**src/rtl/led_sched_pkg.sv**
```systemverilog
// Shared encodings for the LED event scheduler: sequencer states, event kinds and LED colours.
package led_sched_pkg;

    typedef enum logic [1:0] {
        IDLE  = 2'd0,
        FLASH = 2'd1,
        GAP   = 2'd2
    } sched_state_t;

    typedef enum logic {
        EV_SCORE = 1'b0,
        EV_MISS  = 1'b1
    } event_t;

    localparam logic [2:0] COLOR_MISS  = 3'b100;
    localparam logic [2:0] COLOR_SCORE = 3'b011;
    localparam logic [2:0] COLOR_OFF   = 3'b000;

    localparam logic [2:0] PLAY_STATE_DEFAULT = 3'd1;

endpackage

```
**src/rtl/event_fifo.sv**
```systemverilog
// One-bit event queue accepting up to two pushes per edge (push_a before push_b) and one pop.
module event_fifo #(
    parameter int DEPTH = 4
) (
    input  logic                           clk,
    input  logic                           rst,
    input  logic                           push_a,
    input  logic                           data_a,
    input  logic                           push_b,
    input  logic                           data_b,
    input  logic                           pop,
    input  logic                           flush,
    output logic                           head,
    output logic                           full,
    output logic                           empty,
    output logic [$clog2(DEPTH+1)-1:0]     count
);

    localparam int PTR_W = $clog2(DEPTH);
    localparam int CNT_W = $clog2(DEPTH + 1);

    logic [DEPTH-1:0] mem;
    logic [PTR_W-1:0] rd_ptr;
    logic [PTR_W-1:0] wr_ptr;
    logic             do_pop;
    logic             acc_a;
    logic             acc_b;
    logic [CNT_W-1:0] space;

    assign full  = (count == CNT_W'(DEPTH));
    assign empty = (count == '0);
    assign head  = mem[rd_ptr];

    // A slot freed by this edge's pop is usable by this edge's pushes.
    always_comb begin
        do_pop = pop && !empty && !flush;
        space  = CNT_W'(DEPTH) - count + CNT_W'(do_pop);
        acc_a  = push_a && !flush && (space != '0);
        acc_b  = push_b && !flush && (space > CNT_W'(acc_a));
    end

    always_ff @(posedge clk or posedge rst) begin
        if (rst) begin
            mem    <= '0;
            rd_ptr <= '0;
            wr_ptr <= '0;
            count  <= '0;
        end else if (flush) begin
            rd_ptr <= '0;
            wr_ptr <= '0;
            count  <= '0;
        end else begin
            if (acc_a)
                mem[wr_ptr] <= data_a;
            if (acc_b)
                mem[wr_ptr + PTR_W'(acc_a)] <= data_b;
            wr_ptr <= wr_ptr + PTR_W'(acc_a) + PTR_W'(acc_b);
            if (do_pop)
                rd_ptr <= rd_ptr + PTR_W'(1);
            count <= count + CNT_W'(acc_a) + CNT_W'(acc_b) - CNT_W'(do_pop);
        end
    end

endmodule

```
**src/rtl/led_event_scheduler.sv**
```systemverilog
// Turns score/miss counter changes into queued, evenly paced flashes on the two RGB feedback LEDs.
module led_event_scheduler
    import led_sched_pkg::*;
#(
    parameter int         TICK_DIV    = 500000,
    parameter int         FLASH_TICKS = 20,
    parameter int         GAP_TICKS   = 5,
    parameter int         FIFO_DEPTH  = 4,
    parameter logic [2:0] PLAY_STATE  = PLAY_STATE_DEFAULT
) (
    input  logic                              clk,
    input  logic                              rst,
    input  logic [2:0]                        state,
    input  logic [3:0]                        score,
    input  logic [3:0]                        miss,
    output logic [2:0]                        tri_color1,
    output logic [2:0]                        tri_color2,
    output logic                              busy,
    output logic [$clog2(FIFO_DEPTH+1)-1:0]   pending,
    output logic                              overflow
);

    localparam int CNT_W     = $clog2(FIFO_DEPTH + 1);
    localparam int PRESC_W   = (TICK_DIV > 1) ? $clog2(TICK_DIV) : 1;
    localparam int MAX_TICKS = (FLASH_TICKS > GAP_TICKS) ? FLASH_TICKS : GAP_TICKS;
    localparam int TICK_W    = (MAX_TICKS > 1) ? $clog2(MAX_TICKS) : 1;

    localparam logic [PRESC_W-1:0] PRESC_LAST = PRESC_W'(TICK_DIV - 1);
    localparam logic [TICK_W-1:0]  FLASH_LAST = TICK_W'(FLASH_TICKS - 1);
    localparam logic [TICK_W-1:0]  GAP_LAST   = TICK_W'(GAP_TICKS - 1);

    sched_state_t       fsm;
    logic [PRESC_W-1:0] presc;
    logic [TICK_W-1:0]  ticks;
    logic [3:0]         score_q;
    logic [3:0]         miss_q;
    logic               in_play;
    logic               miss_ev;
    logic               score_ev;
    logic               pop_fire;
    logic               dropped;
    logic               tick_end;
    logic               fifo_head;
    logic               fifo_full;
    logic               fifo_empty;

    assign in_play  = (state == PLAY_STATE);
    assign miss_ev  = in_play && (miss != miss_q);
    assign score_ev = in_play && (score != score_q);
    assign pop_fire = in_play && (fsm == IDLE) && !fifo_empty;
    assign tick_end = (presc == PRESC_LAST);
    assign busy     = (fsm != IDLE);

    // With one slot left only the MISS fits; with none (and no pop) every new event is lost.
    assign dropped = (fifo_full && !pop_fire)
                   ? (miss_ev || score_ev)
                   : (miss_ev && score_ev &&
                      (fifo_full || (pending == CNT_W'(FIFO_DEPTH - 1) && !pop_fire)));

    event_fifo #(
        .DEPTH (FIFO_DEPTH)
    ) u_fifo (
        .clk    (clk),
        .rst    (rst),
        .push_a (miss_ev),
        .data_a (EV_MISS),
        .push_b (score_ev),
        .data_b (EV_SCORE),
        .pop    (pop_fire),
        .flush  (!in_play),
        .head   (fifo_head),
        .full   (fifo_full),
        .empty  (fifo_empty),
        .count  (pending)
    );

    always_ff @(posedge clk or posedge rst) begin
        if (rst) begin
            score_q  <= '0;
            miss_q   <= '0;
            overflow <= 1'b0;
        end else begin
            score_q <= score;
            miss_q  <= miss;
            if (!in_play)
                overflow <= 1'b0;
            else if (dropped)
                overflow <= 1'b1;
        end
    end

    always_ff @(posedge clk or posedge rst) begin
        if (rst) begin
            fsm        <= IDLE;
            presc      <= '0;
            ticks      <= '0;
            tri_color1 <= COLOR_OFF;
            tri_color2 <= COLOR_OFF;
        end else if (!in_play) begin
            fsm        <= IDLE;
            presc      <= '0;
            ticks      <= '0;
            tri_color1 <= COLOR_OFF;
            tri_color2 <= COLOR_OFF;
        end else begin
            case (fsm)
                IDLE: begin
                    presc <= '0;
                    ticks <= '0;
                    if (pop_fire) begin
                        fsm <= FLASH;
                        if (fifo_head == EV_MISS) begin
                            tri_color1 <= COLOR_MISS;
                            tri_color2 <= COLOR_OFF;
                        end else begin
                            tri_color1 <= COLOR_OFF;
                            tri_color2 <= COLOR_SCORE;
                        end
                    end
                end
                FLASH: begin
                    if (tick_end && ticks == FLASH_LAST) begin
                        fsm        <= GAP;
                        presc      <= '0;
                        ticks      <= '0;
                        tri_color1 <= COLOR_OFF;
                        tri_color2 <= COLOR_OFF;
                    end else if (tick_end) begin
                        presc <= '0;
                        ticks <= ticks + TICK_W'(1);
                    end else begin
                        presc <= presc + PRESC_W'(1);
                    end
                end
                GAP: begin
                    if (tick_end && ticks == GAP_LAST) begin
                        fsm   <= IDLE;
                        presc <= '0;
                        ticks <= '0;
                    end else if (tick_end) begin
                        presc <= '0;
                        ticks <= ticks + TICK_W'(1);
                    end else begin
                        presc <= presc + PRESC_W'(1);
                    end
                end
                default: begin
                    fsm        <= IDLE;
                    tri_color1 <= COLOR_OFF;
                    tri_color2 <= COLOR_OFF;
                end
            endcase
        end
    end

endmodule
```
**config.mk**
```make
export PLATFORM = sky130hd
export DESIGN_NAME = led_event_scheduler
export DESIGN_NICKNAME = d
export VERILOG_FILES = /design/src/rtl/led_sched_pkg.sv /design/src/rtl/event_fifo.sv /design/src/rtl/led_event_scheduler.sv
export SDC_FILE = /design/constraint.sdc
export NUM_CORES = 1
export LEC_CHECK = 0
export BUFFER_PORTS_ARGS = -buffer_cell sky130_fd_sc_hd__buf_4
export CELL_PAD_IN_SITES_DETAIL_PLACEMENT = 1
export CELL_PAD_IN_SITES_GLOBAL_PLACEMENT = 2
export CORE_MARGIN = 2
export CORE_UTILIZATION = 24
export CTS_CLUSTER_SIZE = 25
export DETAILED_ROUTE_END_ITERATION = 10
export PLACE_DENSITY_LB_ADDON = 0.12
export SYNTH_ARGS = -nofsm -noshare
export SYNTH_HDL_FRONTEND = slang
export SYNTH_HIERARCHICAL = 1
export SYNTH_SLANG_ARGS = --single-unit
```
**constraint.sdc**
```tcl
create_clock -name clk -period 3.85 [get_ports clk]
set_input_delay 0.385 -clock clk [delete_from_list [all_inputs] [get_ports clk]]
set_output_delay 0.385 -clock clk [all_outputs]
set_load 0.02 [all_outputs]
```
=== After elaboration in Yosys (flattened, before gate mapping) ===
Cells that the tools add are included.

* Eq/ne operators: 17
* Shifts and indexed selects: 0
* Multipliers: 0
* Mux-type cells: 40
* Reductions and logical operators: 28
* Add/subtract/negate cells: 10
* $lt $le $gt $ge: 6
* Div/mod/pow operators: 0
* Bitwise operators: 3

{| class="wikitable"
|+ Operators with widths
! cell !! count
|-
| 19-bit two-way mux || 4
|-
| 19-bit one-hot mux with 3 select lines || 1
|-
| 3-bit two-way mux || 7
|-
| 5-bit two-way mux || 4
|-
| 19-bit by 1-bit adder with 19-bit output, second input constant || 1
|-
| 19-bit equality test, second input constant || 1
|-
| 1-bit logical AND || 18
|-
| 3-bit one-hot mux with 3 select lines || 2
|-
| 2-bit two-way mux || 8
|-
| 5-bit one-hot mux with 3 select lines || 1
|-
| 4-bit two-way mux || 3
|-
| 3-bit by 1-bit adder with 3-bit output || 3
|-
| 2-bit by 3-bit < comparator with 1-bit output, second input constant || 3
|-
| 3-bit inequality test, second input constant || 3
|-
| 4-bit inequality test || 2
|-
| 1-bit two-way mux || 6
|-
| 2-bit one-hot mux with 3 select lines || 1
|-
| 3-bit AND reduction || 2
|-
| 5-bit by 1-bit adder with 5-bit output, second input constant || 1
|-
| 5-bit by 3-bit equality test with 1-bit output, second input constant || 1
|-
| 5-bit equality test, second input constant || 1
|-
| 2-bit by 1-bit adder with 2-bit output || 2
|-
| 4-bit bitwise AND || 1
|-
| 1-bit demux with 2-bit select || 2
|-
| 22 further kinds || 26
|}

* Logic and storage cells: 116
* Bits of input ports: 13
* Register bits: 52
* Memory bits (writable): 0
* Latch bits: 0
* Output and inout bits: 11
* Memories: 0
* ROM bits: 0

=== Depth between registers and ports, before layout ===
Gate-level depths: netlist (run 1).

* Depth after elaboration: 16
* Mapped depth: 23
* Gate-level depth less buffers: 23

=== Hierarchy ===
Netlist (run 1), hierarchy kept.

{| class="wikitable"
|+ By module, submodules not included
! module !! seq. area each (um^2) !! area each (um^2) !! times used !! cells each
|-
| led_event_scheduler || 925.9 || 2,224.6 || 1 || 233
|-
| event_fifo || 275.3 || 883.3 || 1 || 93
|}

=== Least setup slack after synthesis (run 1) ===
OpenSTA, ideal clock, no wires.

* Path type: in2reg
* Start: input state[1]
* End: register u_fifo.count[2]
* Stages: 21
* Library setup time: 0.132 ns
* Path slack: -0.517 ns
* Data required time: 3.718 ns
* Arrival: 4.235 ns
* Buffers on the path: 0
* Path through: or3b_2 or2_2 inv_1 nand2b_1 or2_2 ha_1 inv_1 ha_1 nand2b_1 o21ai_1 inv_1 ha_1 o21bai_1 o21ai_2 inv_1 xnor2_1 ha_1 nor2_1 fa_1 xnor2_1 nor2_1

* Cells in the longest elaborated chain, start to end: 13
* Elaborated cells on any way between the ends: 18
* Classes of those cells: add/sub: 4; order compare: 1; eq/ne: 1; mux: 1; reduce/logical: 11

{| class="wikitable"
|+ Ends and longest elaborated chain
! what !! RTL line !! text
|-
| from (decl) || led_event_scheduler.sv:13 || <nowiki>input logic [2:0] state,</nowiki>
|-
| 3-bit by 1-bit equality test with 1-bit output (*) || led_event_scheduler.sv:47 || <nowiki>assign in_play = (state == PLAY_STATE);</nowiki>
|-
| 1-bit logical AND (*) (2 in a row) || led_event_scheduler.sv:50 || <nowiki>assign pop_fire = in_play && (fsm == IDLE) && !fifo_empty;</nowiki>
|-
| via pop_fire || led_event_scheduler.sv:40 || <nowiki>logic pop_fire;</nowiki>
|-
| 1-bit logical AND (*) (2 in a row) || event_fifo.sv:36 || <nowiki>do_pop = pop && !empty && !flush;</nowiki>
|-
| 3-bit by 1-bit adder with 3-bit output || event_fifo.sv:37 || <nowiki>space = CNT_W'(DEPTH) - count + CNT_W'(do_pop);</nowiki>
|-
| 3-bit nonzero test || event_fifo.sv:38 || <nowiki>acc_a = push_a && !flush && (space != '0);</nowiki>
|-
| 1-bit logical AND || event_fifo.sv:38 ||
|-
| 3-bit by 1-bit greater-than comparator with 1-bit output || event_fifo.sv:39 || <nowiki>acc_b = push_b && !flush && (space > CNT_W'(acc_a));</nowiki>
|-
| 1-bit logical AND || event_fifo.sv:39 ||
|-
| 3-bit by 1-bit adder with 3-bit output || event_fifo.sv:60 || <nowiki>count <= count + CNT_W'(acc_a) + CNT_W'(acc_b) - CNT_W'(do_pop);</nowiki>
|-
| 3-bit by 1-bit subtractor with 3-bit output (*) || event_fifo.sv:60 ||
|-
| 3-bit two-way mux (*) || event_fifo.sv:48 || <nowiki>end else if (flush) begin</nowiki>
|-
| to (signal assigned) || event_fifo.sv:60 ||
|-
| to (decl) || event_fifo.sv:16 || <nowiki>output logic [$clog2(DEPTH+1)-1:0] count</nowiki>
|}

The timed path passes the listed nets; every way through them passes the cells marked *.
A chain may end at the register's enable or synchronous reset.

=== Worst setup path in the final report (run 1) ===
* Start: register fsm[1]
* End: register u_fifo.count[1]

* Cells in the longest elaborated chain, start to end: 13
* Elaborated cells on any way between the ends: 14
* Classes of those cells: add/sub: 4; order compare: 1; mux: 1; reduce/logical: 8

{| class="wikitable"
|+ Ends and longest elaborated chain
! what !! RTL line !! text
|-
| from (decl) || led_event_scheduler.sv:32 || <nowiki>sched_state_t fsm;</nowiki>
|-
| from (signal assigned) || led_event_scheduler.sv:94 || <nowiki>fsm <= IDLE;</nowiki>
|-
| from (signal assigned) || led_event_scheduler.sv:100 || <nowiki>fsm <= IDLE;</nowiki>
|-
| from (signal assigned) || led_event_scheduler.sv:111 || <nowiki>fsm <= FLASH;</nowiki>
|-
| 2-bit zero test (*) || led_event_scheduler.sv:50 ||
|-
| 1-bit logical AND (*) (2 in a row) || led_event_scheduler.sv:50 ||
|-
| via pop_fire || led_event_scheduler.sv:40 ||
|-
| 1-bit logical AND (*) (2 in a row) || event_fifo.sv:36 ||
|-
| 3-bit by 1-bit adder with 3-bit output || event_fifo.sv:37 ||
|-
| 3-bit nonzero test || event_fifo.sv:38 ||
|-
| 1-bit logical AND || event_fifo.sv:38 ||
|-
| 3-bit by 1-bit greater-than comparator with 1-bit output || event_fifo.sv:39 ||
|-
| 1-bit logical AND || event_fifo.sv:39 ||
|-
| 3-bit by 1-bit adder with 3-bit output || event_fifo.sv:60 ||
|-
| 3-bit by 1-bit subtractor with 3-bit output (*) || event_fifo.sv:60 ||
|-
| 3-bit two-way mux (*) || event_fifo.sv:48 ||
|}

Marked as above.

==> summary.md, run 1 <==
| Metric | Value |
|---|---|
| CTS Hold Bufs | 0 |
| Final WL | 8670 um |
| Grt ovf | 0 |
| Predominant post-synthesis flop cell | dfrtp_1 |
| Slew headroom | 55.5% |
| Clk_lat worst skew | 0.30 ns |
| CP peak stage delay | 0.51 ns |
| Nets | 399 |
| First-pass GRT wire length | 14,800 um |
| WHS | 0.102 ns |
| DR vias/cell | 4.79 |
| Synth Area per Inst | 9.53 um2 |
| Remaining DRCs | 0 |
| Layout area overhead | 24.9% |
| Critical Path End Type | flip-flop |
| FP Rows | 41 |
| Max FO, Critical Path | 3 |
| ANT cells | 0 |
| Yosys warns | 6 |
| Post-route ant nets | 0 |
| Clk sinks | 48 |
| Setup WS pre-CTS | -0.139 ns |
| Largest net degree at the start of global routing | 38 |
| Core box area | 0.0126 mm2 |
| Final HPWL DP | 6330 um |
| Async S/R FF share, synth | 100% |
| Die height | 118 um |
| Slew at the pin with the worst max-slew slack | 0.661 ns |
| Status | finished, final reports clean |
| CP startpoint kind | flip-flop |
| Slew Limit Fails | 0 |
| Total GRT Usage | 13.4% |
| Final worst-path cycle share | 94.7% |
| CTS tree | yes |
| Sequential area share after synthesis | 38.6% |
| VDD IR max | 189 uV |
| DR pass1 iterations | 4 |
| # IOs | 24 |
| Crit path cell chain | inv_2 > ha_4 > nand2b_1 > or2_4 > inv_2 > nand2b_1 > or2_4 > ha_4 > inv_2 > ha_4 > nand2b_4 > o21ai_4 > inv_2 > ha_4 > o21bai_4 > o21ai_2 > inv_2 > xnor2_2 > ha_2 > nor2_4 > fa_2 > nor2_1 |
| Die Area | 0.0139 mm2 |
| Die extent in x | 118 um |
| Post-synth top area share | 38.6% |
| Fmax | 0.274 GHz |
| Data required, critical path | 4.03 ns |
| Post-Synthesis Cells | 326 |
| Hold WC Path Type | input port to async pin |
| Final GP Congestion | 0.715 |
| Initial Util | 24.6% |
| Routed length per instance | 15.9 um |
| Seq cells post-synth | 48 |
| Fin. Hold Viols | 0 |
| Final Core Density | 30.8% |
| Maxcap violations | 0 |
| Final Setup Violations | 0 |
| PnR worst setup slack | 0.203 ns |
| Post-placement cell count | 535 |
| Cell count along the critical path | 22 |
| Tmin final | 3.65 ns |
| P_leak | 1.58 nW |
| Arrival time at the worst endpoint | 3.83 ns |
| Top cell by count, worst path | inv_2 |
| CP max-delay cell | fa_2 |
| CP Buf/Inv Count | 5 |
| Clock slew at reported path FFs | 0.07 ns |
| H-tree level count | 2 |
| Initial antenna violation count | 0 |
| Reg2Reg Depth | 22 |
| Clk_skew | 0.00285 ns |
| Kind of critical path | flip-flop to flip-flop |
| CTS Root Buffer Type | clkbuf_16 |
| Port bufs | 20 |
| Total CTS buffers | 5 |
| CTS Buffer Depth | 2 |
| Iter 0 DRT Violations | 139 |
| Syn Std Cell Area | 0.00311 mm2 |
| Number of global-route vias before repair | 2,861 |
| Finished Layout Cells | 545 |
| Synth cell types | 69 |
| Fraction of layout cells with a size suffix above 1 | 26.3% |
| Yosys top cell by area | dfrtp_1 |
| Post-synth EDFFs | 0 |
| Vias | 2,609 |
| CP top delay family | adder cells |
| Area contributors post-synth | dfrtp_1 (39%), ha_1 (5.2%), xnor2_1 (4.5%) |
| Power density over cell area | 281 mW/mm2 |
cell usage after synthesis, types with 5 or more instances:
library cell   n
nor3_1        13
xor2_1         5
xnor2_1       16
inv_1         26
nor2_1        13
nor4_1         7
or3_1          8
nand3_1       11
a21oi_1        9
nand2_1       25
o21ai_0       19
o211ai_1       6
dfrtp_1       48
nor2b_1        5
ha_1          13
final cells by class:
cell class,count,area [um2]
Timing Repair Buffer,47,353
Tap cell,172,215
Fill cell,1475,8740
Sequential cell,48,1200
Clock inverter,3,47.5
Inverter,26,97.6
Multi-Input combinational cell,244,1840
Clock buffer,5,125
through the flow:
stage	instance area, um2	setup TNS, ns	total power [mW]
floorplan	3220	-0.00331	0.554
global placement	3660	-0.0593	0.576
detailed placement	3660	-0.256	0.577
CTS	3840	0	1.12
global route	3880	-0.0152	1.14
finish	3880	0	1.09
path summary, 6_finish.rpt:
check	from	endpoint	slack, ns
worst min register to register	presc[17]$_DFFE_PP0P_	presc[17]$_DFFE_PP0P_	0.51
min in group clk	miss[3]	miss_q[3]$_DFF_PP0_	0.20
worst min-delay path	rst	u_fifo/mem[3]$_DFFE_PP0N_	0.10
max in group asynchronous	rst	presc[17]$_DFFE_PP0P_	3.25
worst max register to register	fsm[1]$_DFFE_PP0P_	u_fifo/count[1]$_DFF_PP0_	0.20
worst max-delay path	fsm[1]$_DFFE_PP0P_	u_fifo/count[1]$_DFF_PP0_	0.20
flip-flops by register name (all words and copies together), names as in the netlist:
register	flops
tri_color2	1
fsm	2
u_fifo/rd_ptr	2
tri_color1	1
u_fifo/wr_ptr	2
u_fifo/mem	4
score_q	4
presc	19
ticks	5
miss_q	4
overflow	1
u_fifo/count	3
placed cells by master (no fill, tap or decap), types with 9 or more instances in the layout:
cell     count
a21oi_1      9
o21ai_0     19
dfrtp_1     45
conb_1       9
inv_1       20
nor3_1      12
xnor2_1     14
buf_4       47
nand3_1     11
nor2_1      12
nand2_1     25
logic make-up (layout without fill, tap and decap cells):
family,count (synthesis),count (layout),share of synthesized area (%)
flops,48,48,38.6
other cells,2,9,0.242
simple gates,117,117,21.7
compound gates,78,78,18.4
buf+inv,41,81,6.92
xor+xnor,22,22,6.44
fa+ha+maj,15,15,6.20
mux,3,3,1.37
power by group:
part	switching, mW	internal, mW
Clock	0.215	0.309
Combinational	0.0314	0.0237
Sequential	0.00213	0.508
Total	0.249	0.841
layer usage:
metal / track usage (%) / part of all wire (%) / vias up
li1: - / - / 1264
met1: 17.7 / 49 / 1310
met2: 21.7 / 47 / 29
met3: 3.25 / 3.0 / 6
met4: 3.61 / 1.2 / 0
met5: 0 / 0 / -
timing repair:
action,4_1_cts,5_1_grt
endpoints found under the setup margin,1,5
gates resized for setup,1,5
pin swaps,0,8
gates cloned,0,0
buffers inserted,0,2
(Power assumes the default switching activity.)
==> inputs of run 2 (changes only) <==
Settings changed: ABC_AREA set to 1.
==> run 2 against run 1 <==
Compared with the run above: register-to-register slack hardly changed; wire length is 11% higher; core utilization is 0.94 points lower; area after synthesis is 8.0% higher; global-route usage is 0.87 points higher; clock power is 25% higher; total power is 15% higher; maximum frequency is 0.18% higher; largest cell class unchanged; highest routed layer unchanged.
==> summary.md, run 2 <==
| Metric | Value |
|---|---|
| Status | finished, final reports clean |
| Syn Std Cell Area | 0.00336 mm2 (+8.0%) |
| FP Rows | 43 (+4.9%) |
| Fmax | 0.275 GHz (+0.18%) |
| Slew Limit Fails | 0 (unchanged) |
| CTS tree | yes |
| P_leak | 1.99 nW (+25%) |
| DR pass1 iterations | 4 (unchanged) |
| CP startpoint kind | flip-flop |
| Iter 0 DRT Violations | 100 (-28%) |
| Overall Power | 1.26 mW (+15%) |
| Final Core Density | 29.8% (-0.94 points) |
| Kind of critical path | flip-flop to flip-flop |
| Core box area | 0.0138 mm2 (+9.1%) |
| Nets | 551 (+38%) |
| Mux contribution to synthesized area | 0% (-1.4 points) |
| Largest register by flop count | presc |
| Top cell by count, worst path | inv_1 |
| Port bufs | 20 (unchanged) |
| Async S/R FF share, synth | 100% (unchanged) |
| H-tree level count | 2 (unchanged) |
| Fin. Hold Viols | 0 (unchanged) |
| Clk_skew | 0.00654 ns (+0.00369 ns) |
| Max FO, Critical Path | 5 (+2) |
| Total GRT Usage | 14.2% (+0.87 points) |
| Data required, critical path | 4.09 ns (+0.06 ns) |
| Synth Area in Compound Gates | 6.52% (-12 points) |
| CTS Root Buffer Type | clkbuf_16 |
| Largest family of logic cells by synthesized area | simple AND/OR/NAND/NOR gates |
| Final Setup Violations | 0 (unchanged) |
| Clk sinks | 48 (unchanged) |
| Die Area | 0.0150 mm2 (+7.7%) |
| Arrival time at the worst endpoint | 3.88 ns (+0.05 ns) |
| Area contributors post-synth | dfrtp_1 (36%), nand2_1 (15%), inv_1 (8.2%) |
| Final WL | 9580 um (+11%) |
| Final-layout fill cell count | 1,735 (+18%) |
| Sequential area share after synthesis | 35.8% (-2.9 points) |
| Predominant post-synthesis flop cell | dfrtp_1 |
| Hold WC Path Type | input port to async pin |
| Post-route ant nets | 0 (unchanged) |
| Cell with the most instances after synthesis | nand2_1 |
| GR Layer Usage met3 | 2.28% (-0.97 points) |
| Final worst-path cycle share | 94.6% (-0.17 points) |
| Vias | 3,108 (+19%) |
| Number of global-route vias before repair | 3,292 (+15%) |
| Largest registers | presc x19, ticks x5 |
| Clock slew at reported path FFs | 0.07 ns (about the same) |
| Tmin final | 3.64 ns (-0.00646 ns) |
| Total CTS buffers | 5 (unchanged) |
| Seq cells post-synth | 48 (unchanged) |
| Initial Util | 24.4% (-0.26 points) |
| CP max-delay cell | fa_2 |
| Max reg flops | 19 (unchanged) |
| Most frequent cells after synthesis | nand2_1 (133), inv_1 (73), dfrtp_1 (48) |
| Post-Synthesis Cells | 478 (+47%) |
| Most frequent cells in the layout | nand2_1 (133), inv_1 (70), nand3_1 (46), dfrtp_1 (46), nor2_1 (45) |
| Post-synth EDFFs | 0 (unchanged) |
| DR vias/cell | 4.41 (-7.9%) |
| # IOs | 24 (unchanged) |
| Final GP Congestion | 0.795 (+11%) |
| Grt ovf | 0 (unchanged) |
| VDD IR max | 140 uV (-26%) |
| Die height | 122 um (+3.8%) |
| Fraction of layout cells with a size suffix above 1 | 17.7% (-8.6 points) |
| CP top delay family | adder cells |
| Synth Area in XOR/XNOR | 3.39% (-3.0 points) |
| Top Usage Layer GRT | met2 |
| M2 GR Usage | 25.3% (+3.5 points) |
| GR Layer Usage met1 | 17.4% (-0.35 points) |
| Synth Area in Simple Gates | 37.7% (+16 points) |
| Routed length per instance | 13.6 um (-15%) |
| FF-to-FF setup slack | 0.21 ns (about the same) |
| Largest net degree at the start of global routing | 38 (unchanged) |
| Maxcap violations | 0 (unchanged) |
| Yosys top cell by area | dfrtp_1 |
| ANT cells | 0 (unchanged) |
| CP Buf/Inv Count | 7 (+2) |
| First-pass GRT wire length | 16,400 um (+11%) |
| Adder-cell share of the synthesized area | 5.44% (-0.76 points) |
| Slew headroom | 64.1% (+8.6 points) |
| Yosys warns | 6 (unchanged) |
| CTS Buffer Depth | 2 (unchanged) |
| Critical Path End Type | flip-flop |
| Post-synth top area share | 35.8% (-2.9 points) |
| Slew at the pin with the worst max-slew slack | 0.538 ns (-0.123 ns) |
| Initial antenna violation count | 0 (unchanged) |
| Final HPWL DP | 7270 um (+15%) |
| Clk_lat worst skew | 0.31 ns (about the same) |
| CP peak stage delay | 0.42 ns (-0.09 ns) |
| Synth cell types | 34 (-51%) |
| Layout area overhead | 22.3% |
| Die extent in x | 122 um (+3.8%) |
| Most common cell after layout, fill and taps aside | nand2_1 |
| Synth Area per Inst | 7.02 um2 (-26%) |
| Remaining DRCs | 0 (unchanged) |
| Power density over cell area | 306 mW/mm2 (+8.9%) |
==> run 2: worst paths after layout <==
| check | from | to | depth (start not counted) |
|---|---|---|---|
| max in group asynchronous | rst | presc[12]$_DFFE_PP0P_ | 3 |
| setup reg to reg | fsm[0]$_DFFE_PP0P_ | u_fifo/count[1]$_DFF_PP0_ | 26 |
| setup / recovery | fsm[0]$_DFFE_PP0P_ | u_fifo/count[1]$_DFF_PP0_ | 26 |
| hold reg to reg | tri_color1[2]$_DFFE_PP0P_ | tri_color1[2]$_DFFE_PP0P_ | 2 |
| hold / removal | rst | u_fifo/count[1]$_DFF_PP0_ | 2 |
| min in group clk | miss[0] | miss_q[0]$_DFF_PP0_ | 1 |
==> run 2: cells by family after synthesis <==
kind of cell	count (synthesis)
buffers and inverters	89
other	2
flip-flops	48
AND/OR/NAND/NOR	273
adder cells (fa/ha/maj)	14
XOR/XNOR	13
AO/OA/AOI/OAI	39
==> run 2: final cells by class <==
type	instances	area [um2]	share of cell area (%)
Sequential cell	48	1200	29.3
Clock inverter	3	90.1	2.19
Timing Repair Buffer	41	308	7.50
Tap cell	180	225	5.48
Inverter	81	309	7.53
Multi-Input combinational cell	347	1850	44.9
Clock buffer	5	125	3.05
==> run 2: repair_timing <==
action,in CTS,in global routing
pin swaps,1,4
setup endpoints to repair,2,2
setup buffers,0,8
gates resized for setup,2,10
hold buffers,0,0
==> run 2: power by group <==
group | leakage, nW | switching [mW] | total (mW) | internal [mW]
logic | 1.23 | 0.0501 | 0.0798 | 0.0297
clock network | 0.104 | 0.219 | 0.657 | 0.439
registers | 0.648 | 0.00644 | 0.518 | 0.512
total | 1.99 | 0.275 | 1.26 | 0.980
==> run 2: layer usage <==
layer	up-vias	share of wire, %
met2	17	50
met3	9	1.6
met5	-	0
met1	1497	46
li1	1585	-
met4	0	1.6
==> run 2: per-stage QoR <==
stage	cells	hold WS [ns]	TNS, ns	setup slack, ns	instance area [um2]
2_1_floorplan	484	0.237	0	0.0105	3380
3_3_place_gp	689	0.473	0	0.0537	3800
3_5_place_dp	689	0.465	-0.0653	-0.0653	3800
4_1_cts	697	0.131	0	0.0162	4020
5_1_grt	705	0.165	-0.00371	-0.00371	4110
6_report	705	0.118	0	0.209	4110
